$ cat config.mk
export PLATFORM = sky130hd
export DESIGN_NAME = hex_uart_rx
export DESIGN_NICKNAME = d
export VERILOG_FILES = /design/src/rtl/hex_uart_rx_pkg.sv /design/src/rtl/hex_uart_rx_byte.sv /design/src/rtl/hex_uart_rx.sv
export SDC_FILE = /design/constraint.sdc
export NUM_CORES = 1
export LEC_CHECK = 0
export ABC_AREA = 1
export CAP_MARGIN = 0
export CORE_AREA = 3 3 97 145
export DETAILED_ROUTE_END_ITERATION = 7
export DIE_AREA = 0 0 100 148
export PLACE_DENSITY = 0.56
export SYNTH_ARGS = -nofsm -noshare
export SYNTH_HDL_FRONTEND = slang
export SYNTH_SLANG_ARGS = --single-unit
$ cat constraint.sdc
create_clock -name CLK -period 1.7 [get_ports CLK]
set_input_delay 0.34 -clock CLK [delete_from_list [all_inputs] [get_ports CLK]]
set_output_delay 0.34 -clock CLK [all_outputs]
set_load 0.005 [all_outputs]
$ cat src/rtl/hex_uart_rx_pkg.sv
// hex_uart_rx_pkg: shared constants, bit-FSM state type and the ASCII hex
// decode helpers used by the hex word receiver.
// Optional feature macro: HEX_UART_RX_CRLF_EN (CR/LF also terminate a word).
package hex_uart_rx_pkg;

  localparam logic [7:0] ASCII_SP = 8'h20;
  localparam logic [7:0] ASCII_CR = 8'h0D;
  localparam logic [7:0] ASCII_LF = 8'h0A;
  localparam logic [7:0] ASCII_0  = 8'h30;
  localparam logic [7:0] ASCII_LA = 8'h61;
  localparam logic [7:0] ASCII_UA = 8'h41;

  localparam int unsigned CNT_W  = 4;
  localparam int unsigned WORD_W = 32;
  localparam int unsigned DIGITS = WORD_W / 4;

  typedef enum logic [1:0] {
    ST_IDLE  = 2'd0,
    ST_START = 2'd1,
    ST_DATA  = 2'd2,
    ST_STOP  = 2'd3
  } bit_state_e;

  typedef struct packed {
    logic       ok;
    logic [3:0] nib;
  } hex_dec_t;

  // Map one ASCII character to its hex nibble; ok=0 for non-hex bytes.
  function automatic hex_dec_t hex_decode(input logic [7:0] b);
    hex_dec_t r;
    r.ok  = 1'b0;
    r.nib = 4'd0;
    if (b >= ASCII_0 && b <= ASCII_0 + 8'd9) begin
      r.ok  = 1'b1;
      r.nib = 4'(b - ASCII_0);
    end else if (b >= ASCII_LA && b <= ASCII_LA + 8'd5) begin
      r.ok  = 1'b1;
      r.nib = 4'(b - ASCII_LA + 8'd10);
    end else if (b >= ASCII_UA && b <= ASCII_UA + 8'd5) begin
      r.ok  = 1'b1;
      r.nib = 4'(b - ASCII_UA + 8'd10);
    end
    return r;
  endfunction

  // Word terminator test.
  function automatic logic is_term(input logic [7:0] b);
`ifdef HEX_UART_RX_CRLF_EN
    return (b == ASCII_SP) || (b == ASCII_CR) || (b == ASCII_LF);
`else
    return (b == ASCII_SP);
`endif
  endfunction

endpackage

$ cat src/rtl/hex_uart_rx_byte.sv
// hex_uart_rx_byte: 8N1 LSB-first byte receiver (2-FF synchronizer + bit FSM).
// Ports:
//   clk_i    system clock
//   rst_i    synchronous active-high reset
//   rxd_i    asynchronous serial input, idle high
//   byte_o   last assembled byte (valid while bdone_c is high)
//   bdone_c  combinational pulse on the stop-bit sample of a good frame
//   ferr_c   combinational pulse on the stop-bit sample of a framing error
module hex_uart_rx_byte
  import hex_uart_rx_pkg::*;
#(
  parameter int unsigned BIT_WAIT = 100
) (
  input  logic       clk_i,
  input  logic       rst_i,
  input  logic       rxd_i,
  output logic [7:0] byte_o,
  output logic       bdone_c,
  output logic       ferr_c
);

  localparam int unsigned WAIT_W = (BIT_WAIT > 1) ? $clog2(BIT_WAIT) : 1;
  localparam logic [WAIT_W-1:0] HALF_LAST = WAIT_W'(BIT_WAIT / 2 - 1);
  localparam logic [WAIT_W-1:0] BIT_LAST  = WAIT_W'(BIT_WAIT - 1);

  logic              meta_q, rxs_q;
  bit_state_e        state_q, state_d;
  logic [WAIT_W-1:0] wait_q, wait_d;
  logic [2:0]        bit_q, bit_d;
  logic [7:0]        shift_q, shift_d;
  logic              hold_q, hold_d;

  // Synchronizer and FSM registers.
  always_ff @(posedge clk_i) begin
    if (rst_i) begin
      meta_q  <= 1'b1;
      rxs_q   <= 1'b1;
      state_q <= ST_IDLE;
      wait_q  <= '0;
      bit_q   <= '0;
      shift_q <= '0;
      hold_q  <= 1'b0;
    end else begin
      meta_q  <= rxd_i;
      rxs_q   <= meta_q;
      state_q <= state_d;
      wait_q  <= wait_d;
      bit_q   <= bit_d;
      shift_q <= shift_d;
      hold_q  <= hold_d;
    end
  end

  // Bit FSM: half-bit start check, then one sample per bit period.
  always_comb begin
    state_d = state_q;
    wait_d  = wait_q + 1'b1;
    bit_d   = bit_q;
    shift_d = shift_q;
    hold_d  = hold_q;
    bdone_c = 1'b0;
    ferr_c  = 1'b0;
    case (state_q)
      ST_IDLE: begin
        wait_d = '0;
        // After a bad stop bit the line must go high before a new start counts.
        if (hold_q) begin
          if (rxs_q) hold_d = 1'b0;
        end else if (!rxs_q) begin
          state_d = ST_START;
        end
      end
      ST_START: begin
        if (wait_q == HALF_LAST) begin
          wait_d  = '0;
          bit_d   = '0;
          state_d = rxs_q ? ST_IDLE : ST_DATA;
        end
      end
      ST_DATA: begin
        if (wait_q == BIT_LAST) begin
          wait_d         = '0;
          shift_d[bit_q] = rxs_q;
          bit_d          = bit_q + 3'd1;
          if (bit_q == 3'd7) state_d = ST_STOP;
        end
      end
      ST_STOP: begin
        if (wait_q == BIT_LAST) begin
          wait_d  = '0;
          state_d = ST_IDLE;
          if (rxs_q) begin
            bdone_c = 1'b1;
          end else begin
            ferr_c = 1'b1;
            hold_d = 1'b1;
          end
        end
      end
      default: state_d = ST_IDLE;
    endcase
  end

  assign byte_o = shift_q;

endmodule

$ cat src/rtl/hex_uart_rx.sv
// hex_uart_rx: receives an ASCII hex word (8 digits, MSD first, space
// terminated) over an 8N1 UART and presents it as a 32-bit word.
// Ports:
//   CLK    system clock
//   RST    synchronous active-high reset
//   RXD    serial input, idle high, asynchronous to CLK
//   DATA   last accepted word, held until the next accept
//   VALID  one-cycle pulse when DATA updates
//   ERR    one-cycle pulse on a framing or parse error
// Optional feature macro: HEX_UART_RX_CRLF_EN (CR/LF act like a space).
module hex_uart_rx
  import hex_uart_rx_pkg::*;
#(
  parameter int unsigned BIT_WAIT = 100
) (
  input  logic              CLK,
  input  logic              RST,
  input  logic              RXD,
  output logic [WORD_W-1:0] DATA,
  output logic              VALID,
  output logic              ERR
);

  logic [7:0]        rx_byte;
  logic              bdone, ferr;
  hex_dec_t          dec;

  logic [WORD_W-1:0] acc_q, acc_d;
  logic [CNT_W-1:0]  cnt_q, cnt_d;
  logic              drop_q, drop_d;
  logic [WORD_W-1:0] data_q, data_d;
  logic              valid_q, valid_d;
  logic              err_q, err_d;

  hex_uart_rx_byte #(
    .BIT_WAIT(BIT_WAIT)
  ) u_byte (
    .clk_i  (CLK),
    .rst_i  (RST),
    .rxd_i  (RXD),
    .byte_o (rx_byte),
    .bdone_c(bdone),
    .ferr_c (ferr)
  );

  // Parser and output registers.
  always_ff @(posedge CLK) begin
    if (RST) begin
      acc_q   <= '0;
      cnt_q   <= '0;
      drop_q  <= 1'b0;
      data_q  <= '0;
      valid_q <= 1'b0;
      err_q   <= 1'b0;
    end else begin
      acc_q   <= acc_d;
      cnt_q   <= cnt_d;
      drop_q  <= drop_d;
      data_q  <= data_d;
      valid_q <= valid_d;
      err_q   <= err_d;
    end
  end

  // Hex parser: one decision per received byte or framing error.
  always_comb begin
    acc_d   = acc_q;
    cnt_d   = cnt_q;
    drop_d  = drop_q;
    data_d  = data_q;
    valid_d = 1'b0;
    err_d   = 1'b0;
    dec     = hex_decode(rx_byte);
    if (ferr) begin
      // A broken frame loses the byte and whatever word was in progress.
      err_d  = 1'b1;
      acc_d  = '0;
      cnt_d  = '0;
      drop_d = 1'b0;
    end else if (bdone) begin
      if (is_term(rx_byte)) begin
        // A dropped word stays silent at its terminator; it already reported.
        if (!drop_q) begin
          if (cnt_q == CNT_W'(DIGITS)) begin
            data_d  = acc_q;
            valid_d = 1'b1;
          end else if (cnt_q != '0) begin
            err_d = 1'b1;
          end
        end
        acc_d  = '0;
        cnt_d  = '0;
        drop_d = 1'b0;
      end else if (!drop_q) begin
        if (dec.ok && cnt_q < CNT_W'(DIGITS)) begin
          acc_d = {acc_q[WORD_W-5:0], dec.nib};
          cnt_d = cnt_q + 1'b1;
        end else begin
          err_d  = 1'b1;
          drop_d = 1'b1;
        end
      end
    end
  end

  assign DATA  = data_q;
  assign VALID = valid_q;
  assign ERR   = err_q;

endmodule

=== Yosys cells after proc, flatten, opt, wreduce, memory -nomap -nowiden ===
Cells that the tools add are included.

* Output and inout port bits: 34
* Word-level logic and storage cells: 116
* Register bits after elaboration: 94
* Bits of input ports: 3

* $lt $le $gt $ge: 9
* Muxes and demuxes: 47
* Add/sub/neg operators: 8
* Reduce and logical (&&, ||, !) cells: 19
* Bitwise gates (word level): 4
* Eq/ne operators: 16

{| class="wikitable"
|+ Operators by type and width
! kind !! count
|-
| 32-bit two-way mux || 3
|-
| 1-bit two-way mux || 21
|-
| 7-bit case mux with 3 select lines || 1
|-
| 8-bit by 7-bit greater-or-equal comparator with 1-bit output, second input constant || 2
|-
| 8-bit by 7-bit <= comparator with 1-bit output, second input constant || 2
|-
| 5-bit two-way mux || 3
|-
| 2-bit two-way mux || 7
|-
| 7-bit two-way mux || 2
|-
| 4-bit two-way mux || 3
|-
| 4-bit by 1-bit subtractor with 4-bit output, second input constant || 3
|-
| 2-bit by 1-bit inequality test with 1-bit output, second input constant || 5
|-
| 3-bit AND reduction || 3
|-
| 4-bit adder, second input constant || 2
|-
| 8-bit bitwise mux || 1
|-
| 8-bit by 6-bit equality test with 1-bit output, second input constant || 1
|-
| 8-bit by 6-bit greater-or-equal comparator with 1-bit output, second input constant || 1
|-
| 8-bit by 6-bit <= comparator with 1-bit output, second input constant || 1
|-
| 2-bit case mux with 4 select lines || 1
|-
| 7-bit by 1-bit adder with 7-bit output, second input constant || 1
|-
| 7-bit by 6-bit equality test with 1-bit output, second input constant || 1
|-
| 7-bit equality test, second input constant || 1
|-
| 3-bit two-way mux || 2
|-
| 2-bit inequality test, second input constant || 3
|-
| 3-bit case mux with 2 select lines || 1
|-
| 21 further kinds || 32
|}

=== Logic depth before layout (Yosys ltp) ===
Gate-level depths: netlist (run 1).

* Word-level depth: 11
* Mapped depth: 13
* Gate-level depth less buffers: 13

=== Cells and area by module ===
A second synthesis (run 1) with hierarchy kept.

* Cells, all modules: 536
* Area total of the unflattened synthesis: 4,086.4 um^2

{| class="wikitable"
|+ By module, submodules not included
! module !! area an instance (um^2) !! sequential area each (um^2) !! cells an instance !! times used
|-
| hex_uart_rx || 2,954.1 || 1,421.4 || 391 || 1
|-
| hex_uart_rx_byte || 1,132.3 || 460.4 || 145 || 1
|}

=== Least setup slack after synthesis (run 1) ===
No wires, ideal clock.

* Kind: register -> register
* Start point: reg u_byte.shift_q[0] (netlist: u_byte.byte_o[0])
* End point: reg cnt_q[2]
* Arrival: 1,739 ps
* Stages on the path, launching flop included: 13
* Setup time: 59 ps
* Setup slack: -97 ps
* Required time: 1,641 ps
* Period minus slack after synthesis: 1,797 ps
* Path buffers: 1
* Cells stage by stage: dfxtp_1 -> inv_1 -> ha_1 -> o21ai_0 -> nand2_1 -> nand2_1 -> nand2_1 -> nand2_2 -> o21ai_2 -> nor2_2 -> buf_6 -> nand2_1 -> nand2_1

* Word-level cells in the longest chain between the ends: 8
* Elaborated cells on any way between the ends: 18
* Those cells by class: order compare: 6; eq/ne: 2; mux: 4; reduce/logical: 6

{| class="wikitable"
|+ RTL lines
! item !! line !! RTL
|-
| start: declaration || hex_uart_rx_byte.sv:30 || <nowiki>logic [7:0] shift_q, shift_d;</nowiki>
|-
| start signal: assignment || hex_uart_rx_byte.sv:49 || <nowiki>shift_q <= shift_d;</nowiki>
|-
| 8-bit by 7-bit greater-or-equal comparator with 1-bit output / 8-bit by 7-bit <= comparator with 1-bit output (equally long branches) || hex_uart_rx_pkg.sv:40 || <nowiki>end else if (b >= ASCII_UA && b <= ASCII_UA + 8'd5) begin</nowiki>
|-
| 1-bit logical AND || hex_uart_rx_pkg.sv:40 ||
|-
| 5-bit two-way mux || hex_uart_rx_pkg.sv:40 ||
|-
| 5-bit two-way mux || hex_uart_rx_pkg.sv:37 || <nowiki>end else if (b >= ASCII_LA && b <= ASCII_LA + 8'd5) begin</nowiki>
|-
| 5-bit two-way mux || hex_uart_rx_pkg.sv:34 || <nowiki>if (b >= ASCII_0 && b <= ASCII_0 + 8'd9) begin</nowiki>
|-
| 1-bit logical AND || hex_uart_rx.sv:95 || <nowiki>if (dec.ok && cnt_q < CNT_W'(DIGITS)) begin</nowiki>
|-
| 2-bit nonzero test (no source line) || -- ||
|-
| 3-bit AND reduction (no source line) || -- ||
|-
| end signal: assignment || hex_uart_rx.sv:57 || <nowiki>cnt_q <= cnt_d;</nowiki>
|-
| end: declaration || hex_uart_rx.sv:29 || <nowiki>logic [CNT_W-1:0] cnt_q, cnt_d;</nowiki>
|}

Parallel ways exist; a longest one is shown, timed or not.
A chain may end at the register's enable or synchronous reset.

=== Final worst setup path (run 1) ===
* Start point: reg u_byte.shift_q[1] (netlist: u_byte.byte_o[1])
* End point: reg acc_q[23]

* Word-level cells in the longest chain between the ends: 8
* Elaborated cells on any way between the ends: 18
* Those cells by class: order compare: 6; eq/ne: 2; mux: 4; reduce/logical: 6

{| class="wikitable"
|+ RTL lines
! item !! line !! RTL
|-
| 8-bit by 7-bit greater-or-equal comparator with 1-bit output / 8-bit by 7-bit <= comparator with 1-bit output (equally long branches) || hex_uart_rx_pkg.sv:40 ||
|-
| 1-bit logical AND || hex_uart_rx_pkg.sv:40 ||
|-
| 5-bit two-way mux || hex_uart_rx_pkg.sv:40 ||
|-
| 5-bit two-way mux || hex_uart_rx_pkg.sv:37 ||
|-
| 5-bit two-way mux || hex_uart_rx_pkg.sv:34 ||
|-
| 1-bit logical AND || hex_uart_rx.sv:95 ||
|-
| 2-bit nonzero test (no source line) || -- ||
|-
| 3-bit AND reduction (no source line) || -- ||
|-
| end signal: assignment || hex_uart_rx.sv:49 || <nowiki>acc_q <= '0;</nowiki>
|-
| end signal: assignment || hex_uart_rx.sv:56 || <nowiki>acc_q <= acc_d;</nowiki>
|-
| end: declaration || hex_uart_rx.sv:28 || <nowiki>logic [WORD_W-1:0] acc_q, acc_d;</nowiki>
|}

Parallel ways exist; a longest one is shown, timed or not.

==> results of run 1 <==
==> Yosys cell counts <==
library cell  number  area (µm²)
nor3_4             1       16.27
xor2_1             6       52.55
inv_2              1       3.750
nand4_4            1       21.27
nand2_1          132       495.5
nor3b_1            2       15.01
dfxtp_1           94        1882
o21ai_0           37       185.2
o21ai_2            1       8.760
nor2_2             2       12.51
nand3_2            1       10.01
a211oi_1           2       15.01
a21oi_1           16       80.08
buf_4              1       7.510
o21a_1             1       7.510
nand3b_1           2       15.01
buf_1              1       3.750
nor2_4             2       22.52
or2_2              3       18.77
nor2_1            97       364.1
buf_6              5       56.30
clkbuf_2           1       5.000
ha_1              15       187.7
nor3_1             5       25.02
nand4_1            3       18.77
nand3_1           22       110.1
inv_1             33       123.9
clkbuf_1           5       18.77
nand2_2            2       12.51
o21ai_1            7       35.03
buf_2              4       20.02
==> final cells by class <==
cell class / instances / area share
Multi-Input combinational cell: 360 / 0.3810
Timing Repair Buffer: 93 / 0.1798
Clock buffer: 11 / 0.04050
Clock inverter: 5 / 0.01023
Sequential cell: 94 / 0.3290
Tap cell: 159 / 0.03462
Inverter: 34 / 0.02482
==> flip-flops by register name, summed over array words and instances, names as in the netlist, named ones only <==
signal and cells:
cnt_q 4, u_byte.bit_q 3, DATA 32, acc_q 32, u_byte.state_q 1, drop_q 1, u_byte.byte_o 8, ERR 1
u_byte.wait_q 7, VALID 1, u_byte.meta_q 1, u_byte.hold_q 1, u_byte.rxs_q 1
==> logic make-up after synthesis <==
logic type               share of synthesized area
flip-flops                                  0.4888
adder cells (fa/ha/maj)                    0.04875
AND/OR/NAND/NOR                             0.3006
XOR/XNOR                                   0.01365
AO/OA/AOI/OAI                              0.08612
buffers and inverters                      0.06207
==> timing repair <==
| item | CTS | global route |
|---|---|---|
| endpoints found under the setup margin | 68 | 83 |
| gates cloned | 3 | 8 |
| endpoints found under the hold margin | 0 | 0 |
| setup buffers | 8 | 6 |
| pin swaps | 17 | 42 |
| gates resized for setup | 49 | 129 |
==> worst max-delay path, cell delays in order (launching register included) <==
cell and delay [ns]:
dfxtp_2 0.35, inv_4 0.06, ha_4 0.16, inv_2 0.04, nor2_1 0.03, nand2_1 0.06, nand3_2 0.08, nand2_2 0.10
nand2_4 0.07, buf_6 0.12, nor3_4 0.17, buf_6 0.16, buf_6 0.14, nand2_2 0.06, nand2_2 0.06
==> power groups by stage <==
stage | Clock [W] | Sequential, W | Combinational [W]
6_report | 0.00199 | 0.00226 | 0.000420
5_1_grt | 0.00214 | 0.00226 | 0.000479
4_1_cts | 0.00205 | 0.00225 | 0.000383
3_5_place_dp | 0 | 0.00230 | 0.000371
3_3_place_gp | 0 | 0.00230 | 0.000362
2_1_floorplan | 0 | 0.00230 | 0.000229
==> per-layer routing <==
layer	track usage	part of all wire	vias up
met5	0	0	-
met4	0.04653	0.032	0
met3	0.02975	0.031	24
met2	0.2216	0.55	53
met1	0.1476	0.38	1607
li1	-	-	1790
==> stage by stage <==
| stage | hold WS (ns) | area (µm²) | utilization | worst slack [ns] | instances |
|---|---|---|---|---|---|
| global placement | 0.4016 | 4582 | 0.3537 | -0.07052 | 715 |
| floorplan | 0.3895 | 3856 | - | 0.003433 | 505 |
| CTS | 0.4155 | 5124 | 0.3955 | -0.02480 | 742 |
| finish | 0.4148 | 5747 | 0.4436 | -0.02519 | 756 |
| detailed placement | 0.4004 | 4582 | 0.3537 | -0.1392 | 715 |
| global route | 0.4354 | 5747 | 0.4436 | -0.1312 | 756 |
==> worst paths after layout <==
kind / endpoint / slack [ns] / startpoint / depth (start not counted)
setup / recovery: acc_q[23]$_SDFFE_PP0P_ / -0.03 / u_byte.byte_o[1]$_SDFFE_PP0P_ / 14
hold / removal: u_byte.rxs_q$_SDFF_PP1_ / 0.41 / u_byte.meta_q$_SDFF_PP1_ / 1
setup reg to reg: acc_q[23]$_SDFFE_PP0P_ / -0.03 / u_byte.byte_o[1]$_SDFFE_PP0P_ / 14
hold reg to reg: u_byte.rxs_q$_SDFF_PP1_ / 0.41 / u_byte.meta_q$_SDFF_PP1_ / 1
==> key figures, run 1 <==
Global route
  – Largest net degree at the start of global routing: 42
  – Initial antenna violation count: 0
  – First-pass GRT wire length: 15060 µm
  – Vias in the first global route: 3201
  – Gr usage total: 0.1262
  – Congestion Overflow GR: 0

Synth
  – Unique cell type count in the Yosys netlist: 31
  – Syn_nets: 523
  – Synth Instances: 505
  – Post-synthesis register bit count: 94
  – Mean Syn Cell Area: 7.624 µm²
  – Synth Cell Area: 3850 µm²
  – YS warnings: 0
  – Register area share after synthesis: 0.4888

Drt
  – Post-DRT Antenna Nets: 0
  – Routed WL: 10120 µm
  – Drc violations: 0
  – Via count: 3474
  – Vias per cell: 4.595
  – TritonRoute pass-1 iters: 4
  – Wire length per cell after detailed routing: 13.38 µm
  – Detailed Route Iter0 Violations: 126

Power
  – Switch Pwr: 0.001106 W
  – Clock power share: 0.426
  – Seq pwr share: 0.484
  – Peak supply drop: 0.5531 mV
  – Pwr Density: 811.0 nW/µm²
  – Internal: 0.003554 W
  – Switching Share: 0.2373
  – Gate power share: 0.090
  – Overall power: 0.004660 W
  – Cell leakage power: 2.507 nW

Cells and area
  – ANT cells: 0
  – Layout cell share with drive strength beyond 1: 0.3132
  – Multi-input gate area: 2190 µm²
  – Register area: 1891 µm²
  – Fin nets: 610
  – Most common cell after layout, fill and taps aside: nand2_1
  – Most frequent cells in the layout: 93 x nand2_1, 89 x dfxtp_1, 60 x nor2_1
  – Layout area overhead: 49.27%
  – Filler Cell Count: 1241

Floorplan
  – Row cnt: 51
  – DIE AREA: 14800 µm²
  – Chip Width: 100 µm
  – Die Y: 148 µm
  – Ports: 37
  – Core Region: 12950 µm²
  – Starting density of the core: 0.2972

Setup path
  – Type of the worst setup path: register to register
  – CP max FO: 6
  – Critical path arrival: 2.01 ns
  – CP startpoint kind: register
  – Worst Path Required: 1.99 ns
  – Critical Path Sink Type: register

Hold path
  – Hold Path Class: register to register

STA
  – Clock Skew: 0.004827 ns
  – Worst slew margin: 0.7081
  – F_max: 579.6 MHz
  – Final min period: 1.725 ns
  – Worst-Margin Slew: 0.4378 ns
  – Slew Limit Fails: 0
  – Final setup violating endpoints: 25
  – Fin crit share: 1.015
  – Worst Slack Setup Final: -0.02519 ns
  – Unrepaired setup endpoints after global routing: true
  – Fin. Hold Viols: 0
  – Setup Total Neg Slack: -0.2593 ns

Clock tree
  – CTS tree: done
  – H-tree lvl count: 3
  – Clk buf depth: 2
  – Sink Count: 94
  – Hold buffers post-CTS: 0
  – TritonCTS buffer count: 9
  – Worst-Skew Late Latency: 0.34 ns
  – CTS Root Cell: clkbuf_16
  – Clock edge transition at the registers on the reported setup and hold paths: 0.06 ns

Placed design
  – Port Buffers: 36
  – Routability cong.: 0.7859
  – Post-DP HPWL: 5965 µm

Run status
  – Status: complete, but fails checks
  – Failing checks: setup timing

Flow run
  – Max Cap Viol: 0
Power figures use the tool's default switching activity.
==> inputs of run 2 (changes only) <==
- CORE_AREA: 3 3 97 145 -> 3 3 76 114
- DIE_AREA: 0 0 100 148 -> 0 0 79 117
- GPL_TIMING_DRIVEN: not set -> 0
- PLACE_DENSITY: 0.56 -> 0.8
==> run 2 against run 1 <==
  * Maximum frequency shrank 2.2%
  * Setup slack got worse by 0.039 ns
  * Critical endpoint is now acc_q[14]$_SDFFE_PP0P_
  * Via count increased by 3.0%
  * First-iteration DRC count grew 100%
  * Largest power group unchanged
  * Routed wire length down 1.8%
  * Count of clock-buffer cells in the layout increased by 1
  * The flow still finishes with violations (setup timing)
==> key figures, run 2 (same netlist as run 1, synthesis figures left out) <==
Setup path
  – Worst Path Required: 1.99 ns (about the same)
  – Worst-case reg-to-reg path depth: 13 (-1)
  – Worst path most repeated cell: nand2_2
  – Max incr delay on CP: 0.39 ns (+0.04 ns)
  – CP Cell Sequence: inv_6 -> ha_4 -> o21ai_2 -> nand2_1 -> nand2_2 -> nand2_2 -> nand2_4 -> o21ai_4 -> nor2_4 -> buf_6 -> buf_6 -> nand2_2 -> nand2_2
  – Type of the worst setup path: register to register
  – Critical path depth: 13 (-1)
  – Critical path's slowest cell: dfxtp_4
  – Reg-to-reg startpoint: u_byte.byte_o[0]$_SDFFE_PP0P_
  – CP startpoint kind: register
  – Critical path arrival: 2.05 ns (+0.04 ns)
  – Worst path bufs/invs: 3 (-2)
  – CP startpoint: u_byte.byte_o[0]$_SDFFE_PP0P_
  – CP max FO: 5 (-1)
  – Critical Path Sink Type: register
  – Top delay family on crit path: simple AND/OR/NAND/NOR gates

Cells and area
  – Filler Cell Count: 606 (-51%)
  – Layout cell share with drive strength beyond 1: 0.2213 (-0.09196)
  – Register area: 1889 µm² (about the same)
  – Most common cell after layout, fill and taps aside: nand2_1
  – Layout area overhead: 34.68%
  – Multi-input gate area: 1977 µm² (-9.7%)
  – Layout Utilization: 0.6725 (+0.2289)
  – ANT cells: 0 (unchanged)
  – Most frequent cells in the layout: 103 x nand2_1, 90 x dfxtp_1, 88 x nor2_1
  – Fin nets: 596 (-2.3%)

Run status
  – Failing checks: setup timing
  – Status: complete, but fails checks

Clock tree
  – CTS tree: done
  – Worst-Skew Late Latency: 0.34 ns (about the same)
  – TritonCTS buffer count: 9 (unchanged)
  – CTS Root Cell: clkbuf_16
  – Clock edge transition at the registers on the reported setup and hold paths: 0.07 ns (about the same)
  – Sink Count: 94 (unchanged)
  – Clk buf depth: 2 (unchanged)
  – H-tree lvl count: 3 (unchanged)

Drt
  – Post-DRT Antenna Nets: 0 (unchanged)
  – Wire length per cell after detailed routing: 14.51 µm (+8.4%)
  – Drc violations: 0 (unchanged)
  – Detailed Route Iter0 Violations: 255 (+100%)
  – Vias per cell: 5.222 (+14%)
  – TritonRoute pass-1 iters: 5 (+1)
  – Routed WL: 9939 µm (-1.8%)
  – Via count: 3577 (+3.0%)

Placed design
  – Port Buffers: 36 (unchanged)
  – Routability cong.: 0.8319 (+5.9%)
  – Post-DP HPWL: 6052 µm (+1.4%)

Floorplan
  – Die Y: 117 µm (-21%)
  – Starting density of the core: 0.4994 (+0.2021)
  – Chip Width: 79 µm (-21%)
  – Ports: 37 (unchanged)
  – DIE AREA: 9243 µm² (-38%)
  – Core Region: 7710 µm² (-40%)
  – Row cnt: 39 (-24%)

STA
  – Unrepaired setup endpoints after global routing: true
  – Worst-Margin Slew: 0.6136 ns (+0.1758 ns)
  – F_max: 567.0 MHz (-2.2%)
  – Fin crit share: 1.038 (+0.02272)
  – Slew Limit Fails: 0 (unchanged)
  – Worst Slack Setup Final: -0.06382 ns (-0.03863 ns)
  – Hold_ws: 0.4091 ns (-0.005706 ns)
  – Worst slew margin: 0.5909 (-0.1172)
  – Final min period: 1.764 ns (+0.03863 ns)
  – Final setup violating endpoints: 33 (+32%)
  – Fin. Hold Viols: 0 (unchanged)
  – Clock Skew: 0.01050 ns (+0.005676 ns)

Power
  – Cell leakage power: 2.293 nW (-8.5%)
  – Overall power: 0.004680 W (+0.41%)
  – Peak supply drop: 0.6620 mV (+20%)
  – Pwr Density: 902.5 nW/µm² (+11%)

Global route
  – Gr usage total: 0.2030 (+0.07683)
  – Initial antenna violation count: 0 (unchanged)
  – First-pass GRT wire length: 14840 µm (-1.4%)
  – Congestion Overflow GR: 0 (unchanged)
  – Vias in the first global route: 3433 (+7.2%)
  – Largest net degree at the start of global routing: 16 (-62%)

Hold path
  – Hold Crit Depth: 1 (unchanged)
  – Hold Path Class: register to register
  – Hold path startpoint: u_byte.meta_q$_SDFF_PP1_

Flow run
  – Max Cap Viol: 0 (unchanged)
[run 2: layer usage]
metal  track usage  vias up  wire, µm
li1              -     1751         -
met4        0.1239        0       461
met5             0        -         0
met1        0.2028     1664      3858
met2        0.3886      123      5193
met3       0.03139       39       425
[run 2: area by class of cell]
type                       instances  area share
buffer                            17     0.03041
clock buffer                      12     0.04754
clock inverter                     4     0.01062
inverter                          34     0.02606
multi-input combinational        360      0.3813
sequential                        94      0.3644
tap                              102     0.02461
timing repair buffer              62      0.1151
[run 2: repair_timing]
item | in CTS | in global routing
cloned | 3 | 2
endpoints found under the hold margin | 0 | 0
pin swaps | 13 | 27
setup endpoints to repair | 78 | 78
setup buffers | 18 | 3
resized for setup | 53 | 69
hold buffers | 0 | 0
[run 2: per-stage QoR]
stage          setup TNS (ns)  worst slack [ns]  cell area (µm²)  instances
2_1_floorplan               0          0.003433             3856        505
3_3_place_gp           -15.08           -0.2837             4344        643
3_5_place_dp           -18.53           -0.3232             4344        643
4_1_cts              -0.01960          -0.01672             4960        680
5_1_grt                -4.767           -0.1447             5185        685
6_report               -1.054          -0.06382             5185        685
[run 2: worst paths after layout]
check / to / slack, ns
worst max-delay path: acc_q[14]$_SDFFE_PP0P_ / -0.06
worst min-delay path: u_byte.rxs_q$_SDFF_PP1_ / 0.41
worst max register to register: acc_q[14]$_SDFFE_PP0P_ / -0.06
worst min register to register: u_byte.rxs_q$_SDFF_PP1_ / 0.41
[run 2: worst reg2reg max path, delay by kind of cell, from the launching register on]
kind                       cells  cell delay, ns
buffers and inverters          3            0.30
AOI/OAI and AO/OA              2            0.21
and+or+nand+nor                7            0.67
adders and majority gates      1            0.16
DFF                            1            0.39
[run 2: power breakdown]
part           internal, W  leakage [nW]  total, W  switching, W
combinational     0.000142          1.39  0.000391      0.000250
sequential         0.00223         0.760   0.00227     0.0000409
clock              0.00119         0.143   0.00202      0.000830
